--- config.mk ---
export PLATFORM = sky130hd
export DESIGN_NAME = regf_seq
export DESIGN_NICKNAME = d
export VERILOG_FILES = /design/src/rtl/regf_seq.sv
export SDC_FILE = /design/constraint.sdc
export NUM_CORES = 1
export LEC_CHECK = 0
export CORE_MARGIN = 5
export CORE_UTILIZATION = 59
export DETAILED_ROUTE_END_ITERATION = 7
export PLACE_DENSITY = 0.93
export SYNTH_ARGS = -nofsm -noshare
export SYNTH_HDL_FRONTEND = slang
export SYNTH_SLANG_ARGS = --single-unit
--- constraint.sdc ---
create_clock -name clk -period 7.87 [get_ports clk]
set_input_delay 1.1805 -clock clk [delete_from_list [all_inputs] [get_ports clk]]
set_output_delay 1.1805 -clock clk [all_outputs]
set_load 0.01 [all_outputs]
--- src/rtl/regf_seq.sv ---
// Four-state instruction sequencer acting as initiator of an 8x8 register file:
// fetch operands (READ), compute (EXEC), write back (WRITE), one instruction per 4 cycles.
module regf_seq (
    input  logic        clk,
    input  logic        rst,
    input  logic [15:0] instr,
    input  logic        instr_valid,
    output logic        instr_ready,
    output logic [2:0]  AA,
    output logic [2:0]  BA,
    input  logic [7:0]  PoA,
    input  logic [7:0]  PoB,
    output logic [2:0]  DA,
    output logic [7:0]  BuD,
    output logic        RW,
    output logic        done,
    output logic [7:0]  result,
    output logic [2:0]  flags,
    output logic        illegal
);

    typedef enum logic [1:0] {
        ST_IDLE,
        ST_READ,
        ST_EXEC,
        ST_WRITE
    } state_t;

    typedef enum logic [3:0] {
        OP_NOP  = 4'h0,
        OP_MOV  = 4'h1,
        OP_ADD  = 4'h2,
        OP_SUB  = 4'h3,
        OP_AND  = 4'h4,
        OP_OR   = 4'h5,
        OP_XOR  = 4'h6,
        OP_NOT  = 4'h7,
        OP_SHL  = 4'h8,
        OP_SHR  = 4'h9,
        OP_LDI  = 4'hA,
        OP_INC  = 4'hB,
        OP_DEC  = 4'hC,
        OP_ILLD = 4'hD,
        OP_ILLE = 4'hE,
        OP_ILLF = 4'hF
    } op_t;

    state_t      state_q, state_d;
    op_t         op_q, op_d;
    logic [2:0]  dst_q, dst_d;
    logic [5:0]  imm_q, imm_d;
    logic [2:0]  aa_q, aa_d;
    logic [2:0]  ba_q, ba_d;
    logic [2:0]  da_q, da_d;
    logic [7:0]  opa_q, opa_d;
    logic [7:0]  opb_q, opb_d;
    logic [7:0]  result_q, result_d;
    logic [2:0]  flags_q, flags_d;
    logic        ready_q, ready_d;
    logic        rw_q, rw_d;
    logic        done_q, done_d;
    logic        illegal_q, illegal_d;

    logic [8:0]  sum9;
    logic [7:0]  alu_res;
    logic        alu_c;
    logic        alu_wr;
    logic        alu_ill;

    always_comb begin
        sum9    = '0;
        alu_res = '0;
        alu_c   = 1'b0;
        alu_wr  = 1'b1;
        alu_ill = 1'b0;
        case (op_q)
            OP_NOP: alu_wr = 1'b0;
            OP_MOV: alu_res = opa_q;
            OP_ADD: begin
                sum9    = {1'b0, opa_q} + {1'b0, opb_q};
                alu_res = sum9[7:0];
                alu_c   = sum9[8];
            end
            // Bit 8 of the 9-bit difference is the borrow (A < B).
            OP_SUB: begin
                sum9    = {1'b0, opa_q} - {1'b0, opb_q};
                alu_res = sum9[7:0];
                alu_c   = sum9[8];
            end
            OP_AND: alu_res = opa_q & opb_q;
            OP_OR:  alu_res = opa_q | opb_q;
            OP_XOR: alu_res = opa_q ^ opb_q;
            OP_NOT: alu_res = ~opa_q;
            OP_SHL: begin
                alu_res = {opa_q[6:0], 1'b0};
                alu_c   = opa_q[7];
            end
            OP_SHR: begin
                alu_res = {1'b0, opa_q[7:1]};
                alu_c   = opa_q[0];
            end
            OP_LDI: alu_res = {2'b00, imm_q};
            OP_INC: begin
                sum9    = {1'b0, opa_q} + 9'd1;
                alu_res = sum9[7:0];
                alu_c   = sum9[8];
            end
            OP_DEC: begin
                sum9    = {1'b0, opa_q} - 9'd1;
                alu_res = sum9[7:0];
                alu_c   = sum9[8];
            end
            default: begin
                alu_wr  = 1'b0;
                alu_ill = 1'b1;
            end
        endcase
    end

    always_comb begin
        state_d   = state_q;
        op_d      = op_q;
        dst_d     = dst_q;
        imm_d     = imm_q;
        aa_d      = aa_q;
        ba_d      = ba_q;
        da_d      = da_q;
        opa_d     = opa_q;
        opb_d     = opb_q;
        result_d  = result_q;
        flags_d   = flags_q;
        ready_d   = ready_q;
        rw_d      = rw_q;
        done_d    = done_q;
        illegal_d = illegal_q;
        case (state_q)
            // ready is registered one cycle late so it stays low in the first cycle after reset.
            ST_IDLE: begin
                ready_d = 1'b1;
                if (instr_valid && ready_q) begin
                    state_d = ST_READ;
                    ready_d = 1'b0;
                    op_d    = op_t'(instr[15:12]);
                    dst_d   = instr[11:9];
                    aa_d    = instr[8:6];
                    ba_d    = instr[5:3];
                    imm_d   = instr[5:0];
                end
            end
            ST_READ: begin
                opa_d   = PoA;
                opb_d   = PoB;
                state_d = ST_EXEC;
            end
            ST_EXEC: begin
                if (alu_wr) begin
                    result_d = alu_res;
                    flags_d  = {alu_res[7], alu_c, alu_res == 8'h00};
                end
                da_d      = dst_q;
                rw_d      = alu_wr;
                done_d    = 1'b1;
                illegal_d = alu_ill;
                state_d   = ST_WRITE;
            end
            ST_WRITE: begin
                rw_d      = 1'b0;
                done_d    = 1'b0;
                illegal_d = 1'b0;
                ready_d   = 1'b1;
                state_d   = ST_IDLE;
            end
            default: state_d = ST_IDLE;
        endcase
    end

    always_ff @(posedge clk) begin
        if (rst) begin
            state_q   <= ST_IDLE;
            op_q      <= OP_NOP;
            dst_q     <= '0;
            imm_q     <= '0;
            aa_q      <= '0;
            ba_q      <= '0;
            da_q      <= '0;
            opa_q     <= '0;
            opb_q     <= '0;
            result_q  <= '0;
            flags_q   <= '0;
            ready_q   <= 1'b0;
            rw_q      <= 1'b0;
            done_q    <= 1'b0;
            illegal_q <= 1'b0;
        end else begin
            state_q   <= state_d;
            op_q      <= op_d;
            dst_q     <= dst_d;
            imm_q     <= imm_d;
            aa_q      <= aa_d;
            ba_q      <= ba_d;
            da_q      <= da_d;
            opa_q     <= opa_d;
            opb_q     <= opb_d;
            result_q  <= result_d;
            flags_q   <= flags_d;
            ready_q   <= ready_d;
            rw_q      <= rw_d;
            done_q    <= done_d;
            illegal_q <= illegal_d;
        end
    end

    // Strobes are masked by rst so a reset during WRITE cannot land a write or retire.
    assign RW          = rw_q & ~rst;
    assign done        = done_q & ~rst;
    assign illegal     = illegal_q & ~rst;
    assign instr_ready = ready_q;
    assign AA          = aa_q;
    assign BA          = ba_q;
    assign DA          = da_q;
    assign BuD         = result_q;
    assign result      = result_q;
    assign flags       = flags_q;

endmodule

# Word level (Yosys, flattened, before mapping)
# Cells that the tools add are included.
dict set report totals {
  regBits 55
  latchBits 0
  ram_bits 0
  rom_bits 0
  memories 0
}
dict set report classes {
  add_sub_neg 4
  mul 0
  div_mod_pow 0
  order_cmp 0
  n_eq_ne 16
  n_shift 0
  n_mux 11
  bitwise 8
  reduce_logical 10
}
# cell n
set ops {}
lappend ops {{8-bit case mux with 12 select lines} 1}
lappend ops {{4-bit == test, second input constant} 5}
lappend ops {{4-bit by 3-bit == test with 1-bit output, second input constant} 4}
lappend ops {{13-bit OR reduction} 1}
lappend ops {{12-bit OR reduction} 1}
lappend ops {{8-bit by 1-bit adder with 9-bit output, second input constant} 1}
lappend ops {{8-bit by 8-bit adder with 9-bit output} 1}
lappend ops {{8-bit by 1-bit subtractor with 9-bit output, second input constant} 1}
lappend ops {{8-bit by 8-bit subtractor with 9-bit output} 1}
lappend ops {{8-bit AND} 1}
lappend ops {{4-bit by 2-bit == test with 1-bit output, second input constant} 2}
lappend ops {{8-bit logical NOT} 1}
lappend ops {{8-bit inverter} 1}
lappend ops {{8-bit OR} 1}
lappend ops {{1-bit case mux with 2 select lines} 4}
lappend ops {{2-bit case mux with 4 select lines} 1}
lappend ops {{8-bit XOR} 1}
lappend ops {{1-bit case mux with 6 select lines} 1}
lappend ops {{2-bit == test, second input constant} 2}
lappend ops {{4-bit by 1-bit == test with 1-bit output, second input constant} 1}
lappend ops {{4-bit logical NOT} 1}
lappend ops {{2-bit AND reduction} 2}
lappend ops {{2-bit nonzero test} 2}
lappend ops {{1-bit AND} 3}
lappend ops {{other kinds (7)} 9}

# Depth between registers and ports, before layout
# Gate-level depths: netlist of run 1.
dict set report depth {
  ltp_word 4
  ltp_mapped 12
  mapped_depth_nobuf 11
}

# Worst setup path after synthesis of run 1
# OpenSTA, ideal clock, no wires.
dict set report synth_path {
  kind {input-to-output}
  startpoint {in rst}
  endpoint {out RW}
  arrival_time_ns 1.826
  slack_ns 4.864
  path_stages 3
  cell_sequence {clkbuf_1 clkbuf_1 nor2b_1}
}
dict set report synth_via {
  elab_chain_cells 2
}
# item line_no
set synth_rtl {}
lappend synth_rtl {{start: declaration} 5} ;# input logic rst,
lappend synth_rtl {{1-bit inverter} 214} ;# assign RW = rw_q & ~rst;
lappend synth_rtl {{1-bit AND} 214}
lappend synth_rtl {{end: declaration} 15} ;# output logic RW,
# Every way passes these cells.

# Final worst setup path of run 1
dict set report layout_path {
  startpoint {in rst}
  endpoint {out illegal}
}
dict set report layout_via {
  elab_chain_cells 2
}
# item line_no
set layout_rtl {}
lappend layout_rtl {{1-bit inverter} 216} ;# assign illegal = illegal_q & ~rst;
lappend layout_rtl {{1-bit AND} 216}
lappend layout_rtl {{end: declaration} 19} ;# output logic illegal
# Every way passes these cells.

==> results of run 1 <==
cell usage after synthesis, drive strengths merged (2+ instances only):
cell type | instances | area, um2
a211o | 2 | 17.5
a211oi | 6 | 45.0
a21o | 2 | 15.0
a21oi | 50 | 250
a221oi | 7 | 61.3
a22oi | 4 | 30.0
a31oi | 6 | 37.5
a32oi | 4 | 35.0
and2 | 2 | 15.0
and3 | 7 | 43.8
and4 | 2 | 17.5
buf | 31 | 200
clkbuf | 21 | 78.8
dfxtp | 51 | 1020
fa | 2 | 40.0
ha | 31 | 388
inv | 32 | 120
mux2i | 27 | 270
nand2 | 52 | 195
nand2b | 8 | 50.1
nand3 | 12 | 60.1
nand4 | 4 | 25.0
nand4b | 2 | 23.8
nand4bb | 2 | 22.5
nor2 | 50 | 188
nor2b | 11 | 68.8
nor3 | 17 | 95.1
nor3b | 4 | 30.0
nor4 | 12 | 96.3
nor4bb | 2 | 20.0
o2111ai | 2 | 17.5
o211a | 2 | 20.0
o211ai | 2 | 15.0
o21ai | 19 | 95.1
o22a | 4 | 35.0
o22ai | 7 | 43.8
o2bb2ai | 2 | 17.5
o31a | 2 | 17.5
o31ai | 3 | 27.5
or3 | 7 | 48.8
or3b | 2 | 17.5
or4 | 2 | 18.8
xnor2 | 2 | 17.5
registers in the layout, summed over array words and instances, names as in the netlist:
| signal | count |
|---|---|
| opb_q | 8 |
| BuD | 8 |
| AA | 3 |
| instr_ready | 1 |
| imm_q | 6 |
| flags | 2 |
| op_q | 4 |
| rw_q | 1 |
| done_q | 1 |
| dst_q | 3 |
| opa_q | 8 |
| illegal_q | 1 |
| DA | 3 |
| state_q | 2 |
layout make-up:
type | instances | area [um2] | share of cell area [%]
Sequential cell | 51 | 1020 | 21.4
Clock inverter | 2 | 38.8 | 0.814
Tap cell | 96 | 120 | 2.52
Inverter | 32 | 120 | 2.52
Multi-Input combinational cell | 403 | 2710 | 56.9
Clock buffer | 6 | 82.6 | 1.73
Timing Repair Buffer | 68 | 671 | 14.1
worst max-delay path by stage:
stage / from / endpoint / slack (ps) / cells past startpoint
3_3_place_gp: rst / done / 4200 / 3
3_5_place_dp: rst / RW / 4120 / 3
2_1_floorplan: rst / RW / 4860 / 3
6_report: rst / illegal / 4140 / 3
5_1_grt: rst / illegal / 4020 / 3
4_1_cts: rst / RW / 4120 / 3
layout by cell type, fill, tap and decap left out, drive strengths merged, types with 7 or more instances in the layout:
| cell type | n |
|---|---|
| clkdlybuf4s50 | 65 |
| nand2 | 52 |
| dfxtp | 51 |
| nor2 | 50 |
| a21oi | 50 |
| inv | 33 |
| ha | 31 |
| mux2i | 27 |
| o21ai | 19 |
| nor3 | 17 |
| nand3 | 12 |
| nor4 | 12 |
| nor2b | 11 |
| nand2b | 8 |
| o22ai | 7 |
| and3 | 7 |
| a221oi | 7 |
| or3 | 7 |
critical path, stage by stage:
cell and delay (ps):
buf_2 730, nor2b_1 120, clkdlybuf4s50_1 520
layer usage:
layer	global-route usage [%]	wire length, um	part of all wire [%]
met2	40.2	5160	45
met5	0	0	0
met3	4.73	1190	10
met1	33.4	4600	40
met4	13.6	470	4.1
power breakdown:
part | internal (mW) | leakage [nW] | switching [mW]
registers | 0.299 | 0.414 | 0.0768
logic | 0.232 | 1.20 | 0.321
clock network | 0.105 | 0.0618 | 0.0997
metrics by stage:
stage | hold slack (ps) | power, mW | instances | setup WS, ps | cell area, um2
2_1_floorplan | 436 | 0.769 | 538 | 4860 | 4130
3_3_place_gp | 444 | 0.891 | 650 | 4200 | 4640
3_5_place_dp | 453 | 0.916 | 650 | 4120 | 4640
4_1_cts | 468 | 1.12 | 658 | 4120 | 4760
5_1_grt | 492 | 1.20 | 658 | 4020 | 4760
6_report | 467 | 1.13 | 658 | 4140 | 4760
logic make-up after synthesis:
kind of cell | synth area share (%)
simple gates | 25.8
compound gates | 22.2
buf+inv | 9.66
flops | 24.7
fa+ha+maj | 10.4
mux | 6.82
xor+xnor | 0.424
==> impl_metrics.yaml, run 1 <==
global_route:
  grt_usage_pct: 25.7
  grt_max_degree: 56
  antenna_found_initial: 0
  grt_pass1_wl_mm: 18.2
  grt_pass1_vias: 3831
  grt-ovfl-total: 0
synthesis:
  syn_area_um2: 4130
  yosysUniqueCellTypes: 74
  postSynth.asyncResetShare_pct: 0
  synth-edff-count: 0
  syn_inst: 538
  seq_area_frac_synth_pct: 24.7
  ys_warn_count: 0
  syn_area_per_cell_um2: 7.68
  yosys_most_used_dff: "dfxtp_1"
  ys_ff_latch: 51
  syn_nets: 606
cts:
  cts_sinks: 51
  cts_buffers: 5
  cts_root_buffer: "clkbuf_8"
  postCtsSetupRepairBufs: 0
  cts.htree.levels: 2
  cts.path.max_buffers: 2
  clk_pin_slew_worst_paths_ps: 90
  clk_latency_ps: 320
  holdBufCountCts: 0
  cts_tree: "done"
  cts-resized-gates: 0
placement:
  gp_congestion: 1.03
  dpl.hpwl_mm: 8.21
  io_buffers: 66
sta:
  worst_slew_pin_slew_ps: 1030
  final.setup_skew_ps: 15.3
  grt_setup_unrepaired: "no"
  clock.fmax_mhz: 268
  fin_tns_setup_ps: 0
  period_needed_ps: 3730
  drv_slew: 0
  hold_viol_final: 0
  final-setup-viol-count: 0
  slew_headroom_pct: 31.0
  period_share_pct: 47.4
routing:
  vias_per_cell: 6.39
  avgRoutedWirePerCell_um: 17.4
  num_vias: 4204
  drc: 0
  drtAntennaViolNets: 0
  wl_mm: 11.4
  dr.pass1.iters: 6
  drt_iter0_drc: 685
floorplanning:
  die_width_um: 93.7
  fp.dieArea_um2: 8770
  floorplan.initialDensity_pct: 60.8
  rows: 30
  die_y_um: 93.7
  core_region_area_um2: 6790
  ios: 67
worst_setup_path:
  cp-start-kind: "input pin"
  r2r_cells: 11
  r2r-start: "opa_q[0]"
  required_ps: 6690
  cp-end-kind: "output pin"
  rrSetupSlack_ps: 4530
  reg2reg_to: "flags[0]"
  path_max_fanout: 55
  criticalPathCategory: "input pin to output pin"
  cp.arrival_ps: 2550
worst_hold_path:
  holdPathEnd: "dst_q[2]"
  whs_path_depth: 2
  min-delay-start: "dst_q[2]"
  hold_path_class: "flip-flop to flip-flop"
cells_and_area:
  synthToLayoutAreaGrowth_pct: 15.3
  nets: 629
  drive_gt1_share_pct: 4.45
  fillers: 578
  final_util_pct: 70.1
  diodes: 0
power_and_ir_drop:
  leakage_nw: 1.68
  powerDensity_nw_per_um2: 238
  peakVddDrop_mv: 0.114
run:
  drv_cap: 0
status:
  status: "complete, no violations"
Note: power is estimated with default switching activity, not from simulation.
==> inputs of run 2 (changes only) <==
- CORE_UTILIZATION: 59 -> 49
- PLACE_DENSITY: 0.93 -> 0.83
- clock period: 7.87 -> 3.3 ns (I/O delays scaled with it)
==> run 2 against run 1 <==
Compared with the run above:
- via count is 0.12% higher
- total power is 150% higher
- count of clock-buffer cells in the layout stayed put
- die area is 18% higher
- sequential power is 120% higher
- critical endpoint is now flags[0]
- utilization is 10 points lower
- hold slack worse by 5.1 ps
- combinational power grew to 2.7 times the previous value
- critical path type is now flip-flop to flip-flop
- wire length is 11% higher
==> impl_metrics.yaml, run 2 (same netlist as run 1, synthesis figures left out) <==
floorplanning:
  fp.dieArea_um2: 10400
  floorplan.initialDensity_pct: 50.3
  die_width_um: 102
  rows: 33
  ios: 67
  die_y_um: 102
  core_region_area_um2: 8220
cells_and_area:
  diodes: 0
  drive_gt1_share_pct: 7.89
  synthToLayoutAreaGrowth_pct: 19.4
  final_util_pct: 60.0
  most-common-layout-cells: "65 x clkdlybuf4s50_1, 52 x nand2_1, 51 x dfxtp_1"
  final_common_cell: "clkdlybuf4s50_1"
  nets: 650
cts:
  holdBufCountCts: 0
  clk_pin_slew_worst_paths_ps: 110
  cts.path.max_buffers: 2
  cts_root_buffer: "clkbuf_8"
  postCtsSetupRepairBufs: 0
  cts_tree: "done"
  cts-resized-gates: 0
  cts.htree.levels: 2
  cts_buffers: 5
  clk_latency_ps: 320
  cts_sinks: 51
worst_setup_path:
  critPathTopFamily: "simple AND/OR/NAND/NOR gates"
  required_ps: 3550
  criticalPathCategory: "flip-flop to flip-flop"
  crit_top_cell: "inv_1"
  slowest_stage: "nor4_1"
  path_cells: "inv_1 > ha_1 > inv_1 > fa_1 > nor3b_1 > o31ai_1 > a211o_1 > a21oi_1 > nor4_1 > nand3_1 > o31ai_2"
  max_stage_delay_ps: 560
  cp-end-kind: "flip-flop"
  cp.arrival_ps: 3230
  path_max_fanout: 6
  cp-start-kind: "flip-flop"
  worst-path-buf-inv: 2
power_and_ir_drop:
  powerDensity_nw_per_um2: 565
  peakVddDrop_mv: 0.309
  leakage_nw: 1.78
routing:
  num_vias: 4209
  wl_mm: 12.7
  vias_per_cell: 6.12
  drt_iter0_drc: 556
  avgRoutedWirePerCell_um: 18.5
  dr.pass1.iters: 7
  drtAntennaViolNets: 0
  drc: 0
global_route:
  grt_max_degree: 56
  grt_usage_pct: 24.3
  grt_pass1_vias: 3852
  grt-ovfl-total: 0
  antenna_found_initial: 0
  grt_pass1_wl_mm: 19.9
sta:
  hold_slack_ps: 462
  fin_tns_setup_ps: 0
  setup_slack_ps: 322
  drv_slew: 0
  final-setup-viol-count: 0
  hold_viol_final: 0
  worst_slew_pin_slew_ps: 1040
  grt_setup_unrepaired: "no"
  clock.fmax_mhz: 336
  slew_headroom_pct: 30.8
  period_needed_ps: 2980
  final.setup_skew_ps: 9.35
  period_share_pct: 90.2
placement:
  gp_congestion: 1.02
  pre_cts_ws_ps: 464
  dpl.hpwl_mm: 9.57
  io_buffers: 66
status:
  status: "complete, no violations"
worst_hold_path:
  hold_path_class: "flip-flop to flip-flop"
run:
  drv_cap: 0
==> run 2: changes by cell type in the layout (fill, tap and decap cells not counted), sizes merged <==
cell | previous run | this run
buf | 3 | 24
==> run 2: path summary, 6_finish.rpt <==
kind / startpoint / end / slack, ps / depth (start not counted)
min reg2reg: AA[0] / AA[0] / 460 / 2
min: AA[0] / AA[0] / 460 / 2
max reg2reg: opa_q[0] / flags[0] / 320 / 11
max: opa_q[0] / flags[0] / 320 / 11
==> run 2: area by class of cell <==
class / count / area [um2]
fillers: 771 / 3280
repair buffers: 89 / 828
well taps: 105 / 131
inverters: 32 / 120
clock inverters: 2 / 38.8
clock buffers: 6 / 82.6
multi-input cells: 403 / 2710
flip-flops and latches: 51 / 1020
==> run 2: stage by stage <==
step | total power, mW | area (um2) | cells
floorplan | 1.83 | 4130 | 538
CTS | 2.76 | 4930 | 688
finish | 2.79 | 4930 | 688
global placement | 2.26 | 4810 | 680
global route | 2.96 | 4930 | 688
detailed placement | 2.27 | 4810 | 680
==> run 2: worst register-to-register path, cell delays in order, from the launching register on <==
cell and delay (ps):
dfxtp_1 320, inv_1 150, ha_1 220, inv_1 60
fa_1 400, nor3b_1 180, o31ai_1 400, a211o_1 190
a21oi_1 70, nor4_1 560, nand3_1 170, o31ai_2 180
==> run 2: routing by layer <==
layer	wire [um]	vias up	GRT usage (%)	part of all wire, %
met5	0	-	0	0
met4	254	0	6.36	2.0
met3	1350	35	3.69	11
met2	5820	253	39.7	46
met1	5300	1914	33.7	42
li1	-	2007	-	-
==> run 2: report_power, final <==
group | switching (mW) | internal [mW] | leakage (nW)
Sequential | 0.105 | 0.714 | 0.414
Clock | 0.241 | 0.250 | 0.0618
Combinational | 0.872 | 0.604 | 1.31
==> inputs of run 3 (changes only) <==
- GPL_ROUTABILITY_DRIVEN: not set -> 0
- GPL_TIMING_DRIVEN: not set -> 0
==> run 3 against run 2 <==
Compared with the run above:
- fmax shrank 2.1%
- via count grew 6.2%
- first-iteration DRC count rose by 27%
- sequential share of layout area decreased by 0.52 points
- global-route usage rose by 0.71 points
- die area is the same
- clock power is 3% lower
- combinational power about the same
- count of clock-buffer cells in the layout unchanged
- cell count up 4.1%
- highest routed layer unchanged
==> impl_metrics.yaml, run 3 (same netlist as run 1, synthesis figures left out) <==
floorplanning:
  fp.dieArea_um2: 10400
  rows: 33
  die_y_um: 102
  ios: 67
  die_width_um: 102
  core_region_area_um2: 8220
  floorplan.initialDensity_pct: 50.3
routing:
  drc: 0
  num_vias: 4469
  wl_mm: 12.9
  vias_per_cell: 6.24
  drt_iter0_drc: 708
  drtAntennaViolNets: 0
  avgRoutedWirePerCell_um: 18.1
  dr.pass1.iters: 7
cells_and_area:
  drive_gt1_share_pct: 9.33
  multi_input_area_um2: 2730
  seq_area_um2: 1020
  fillers: 743
  final_util_pct: 61.6
  most-common-layout-cells: "65 x clkdlybuf4s50_1, 52 x nand2_1, 51 x dfxtp_1"
  diodes: 0
  synthToLayoutAreaGrowth_pct: 22.5
  final_common_cell: "clkdlybuf4s50_1"
  final_cell_area_um2: 5060
  nets: 678
placement:
  post_dp_cell_area_um2: 4910
  pre_cts_ws_ps: -70.1
  io_buffers: 65
  dpl.hpwl_mm: 9.83
worst_setup_path:
  slowest_stage: "fa_1"
  cp-start-kind: "flip-flop"
  crit_top_cell: "inv_1"
  path_cells: "clkbuf_2 > inv_1 > ha_1 > inv_1 > fa_1 > nor3b_1 > nor3_1 > xnor2_1 > o22ai_1 > nor4_2 > nand4_1 > o31ai_2"
  cp-end-kind: "flip-flop"
  max_stage_delay_ps: 420
  required_ps: 3540
  criticalPathCategory: "flip-flop to flip-flop"
  cp.arrival_ps: 3280
  path_max_fanout: 10
sta:
  hold_viol_final: 0
  period_needed_ps: 3040
  worst_slew_pin_slew_ps: 961
  grt_setup_unrepaired: "no"
  drv_slew: 0
  final-setup-viol-count: 0
  period_share_pct: 92.2
  slew_headroom_pct: 35.5
  final.setup_skew_ps: 8.23
  clock.fmax_mhz: 329
  setup_slack_ps: 258
power_and_ir_drop:
  leakage_nw: 1.86
  total_power_mw: 2.81
  powerDensity_nw_per_um2: 555
  peakVddDrop_mv: 0.264
global_route:
  grt-ovfl-total: 0
  grt_max_degree: 17
  grt_pass1_vias: 4373
  grt_pass1_wl_mm: 21.1
  antenna_found_initial: 0
  grt_usage_pct: 25.0
cts:
  cts_root_buffer: "clkbuf_8"
  cts_buffers: 5
  clk_pin_slew_worst_paths_ps: 100
  cts_sinks: 51
  cts.path.max_buffers: 2
  cts.htree.levels: 2
  holdBufCountCts: 0
  cts_tree: "done"
  clk_latency_ps: 320
run:
  drv_cap: 0
worst_hold_path:
  hold_path_class: "flip-flop to flip-flop"
status:
  status: "complete, no violations"
[run 3: final timing paths]
| check | slack (ps) | depth (start not counted) | startpoint | endpoint |
|---|---|---|---|---|
| max reg2reg | 260 | 12 | opa_q[0] | flags[0] |
| min | 460 | 2 | AA[2] | AA[2] |
| max | 260 | 12 | opa_q[0] | flags[0] |
| min reg2reg | 460 | 2 | AA[2] | AA[2] |
[run 3: what timing repair did]
action,CTS,global route
resized for setup,2,4
setup buffers,0,0
pin swaps,0,2
endpoints found under the hold margin,0,0
endpoints found under the setup margin,1,4
[run 3: through the flow]
stage	TNS (ps)	hold slack, ps	instances
2_1_floorplan	0	436	538
3_3_place_gp	0	444	708
3_5_place_dp	-70.1	449	708
4_1_cts	0	463	716
5_1_grt	0	480	716
6_report	0	461	716
[run 3: worst max-delay path: cells and delay by family, from the launching register on]
family	cells	cell delay [ps]
simple gates	4	980
xor+xnor	1	160
fa+ha+maj	2	630
flops	1	350
buf+inv	3	490
compound gates	2	360
[run 3: cell type report]
| class | count | area share (%) |
|---|---|---|
| timing repair buffer | 65 | 12.9 |
| sequential | 51 | 20.2 |
| clock buffer | 6 | 1.63 |
| inverter | 32 | 2.37 |
| buffer | 52 | 5.54 |
| tap | 105 | 2.60 |
| clock inverter | 2 | 0.767 |
| multi-input combinational | 403 | 54.0 |
[run 3: per-layer routing]
layer	vias up	wire length (um)	share of wire, %	track usage, %
met2	296	5870	45	40.8
met3	88	1260	9.8	5.19
met4	0	704	5.4	11.7
met5	-	0	0	0
met1	2017	5100	39	31.8
li1	2068	-	-	-
[run 3: report_power, final]
part	switching [mW]	total [mW]	internal [mW]	leakage [nW]
Clock	0.225	0.475	0.250	0.0618
Sequential	0.104	0.819	0.714	0.414
Combinational	0.902	1.51	0.612	1.38
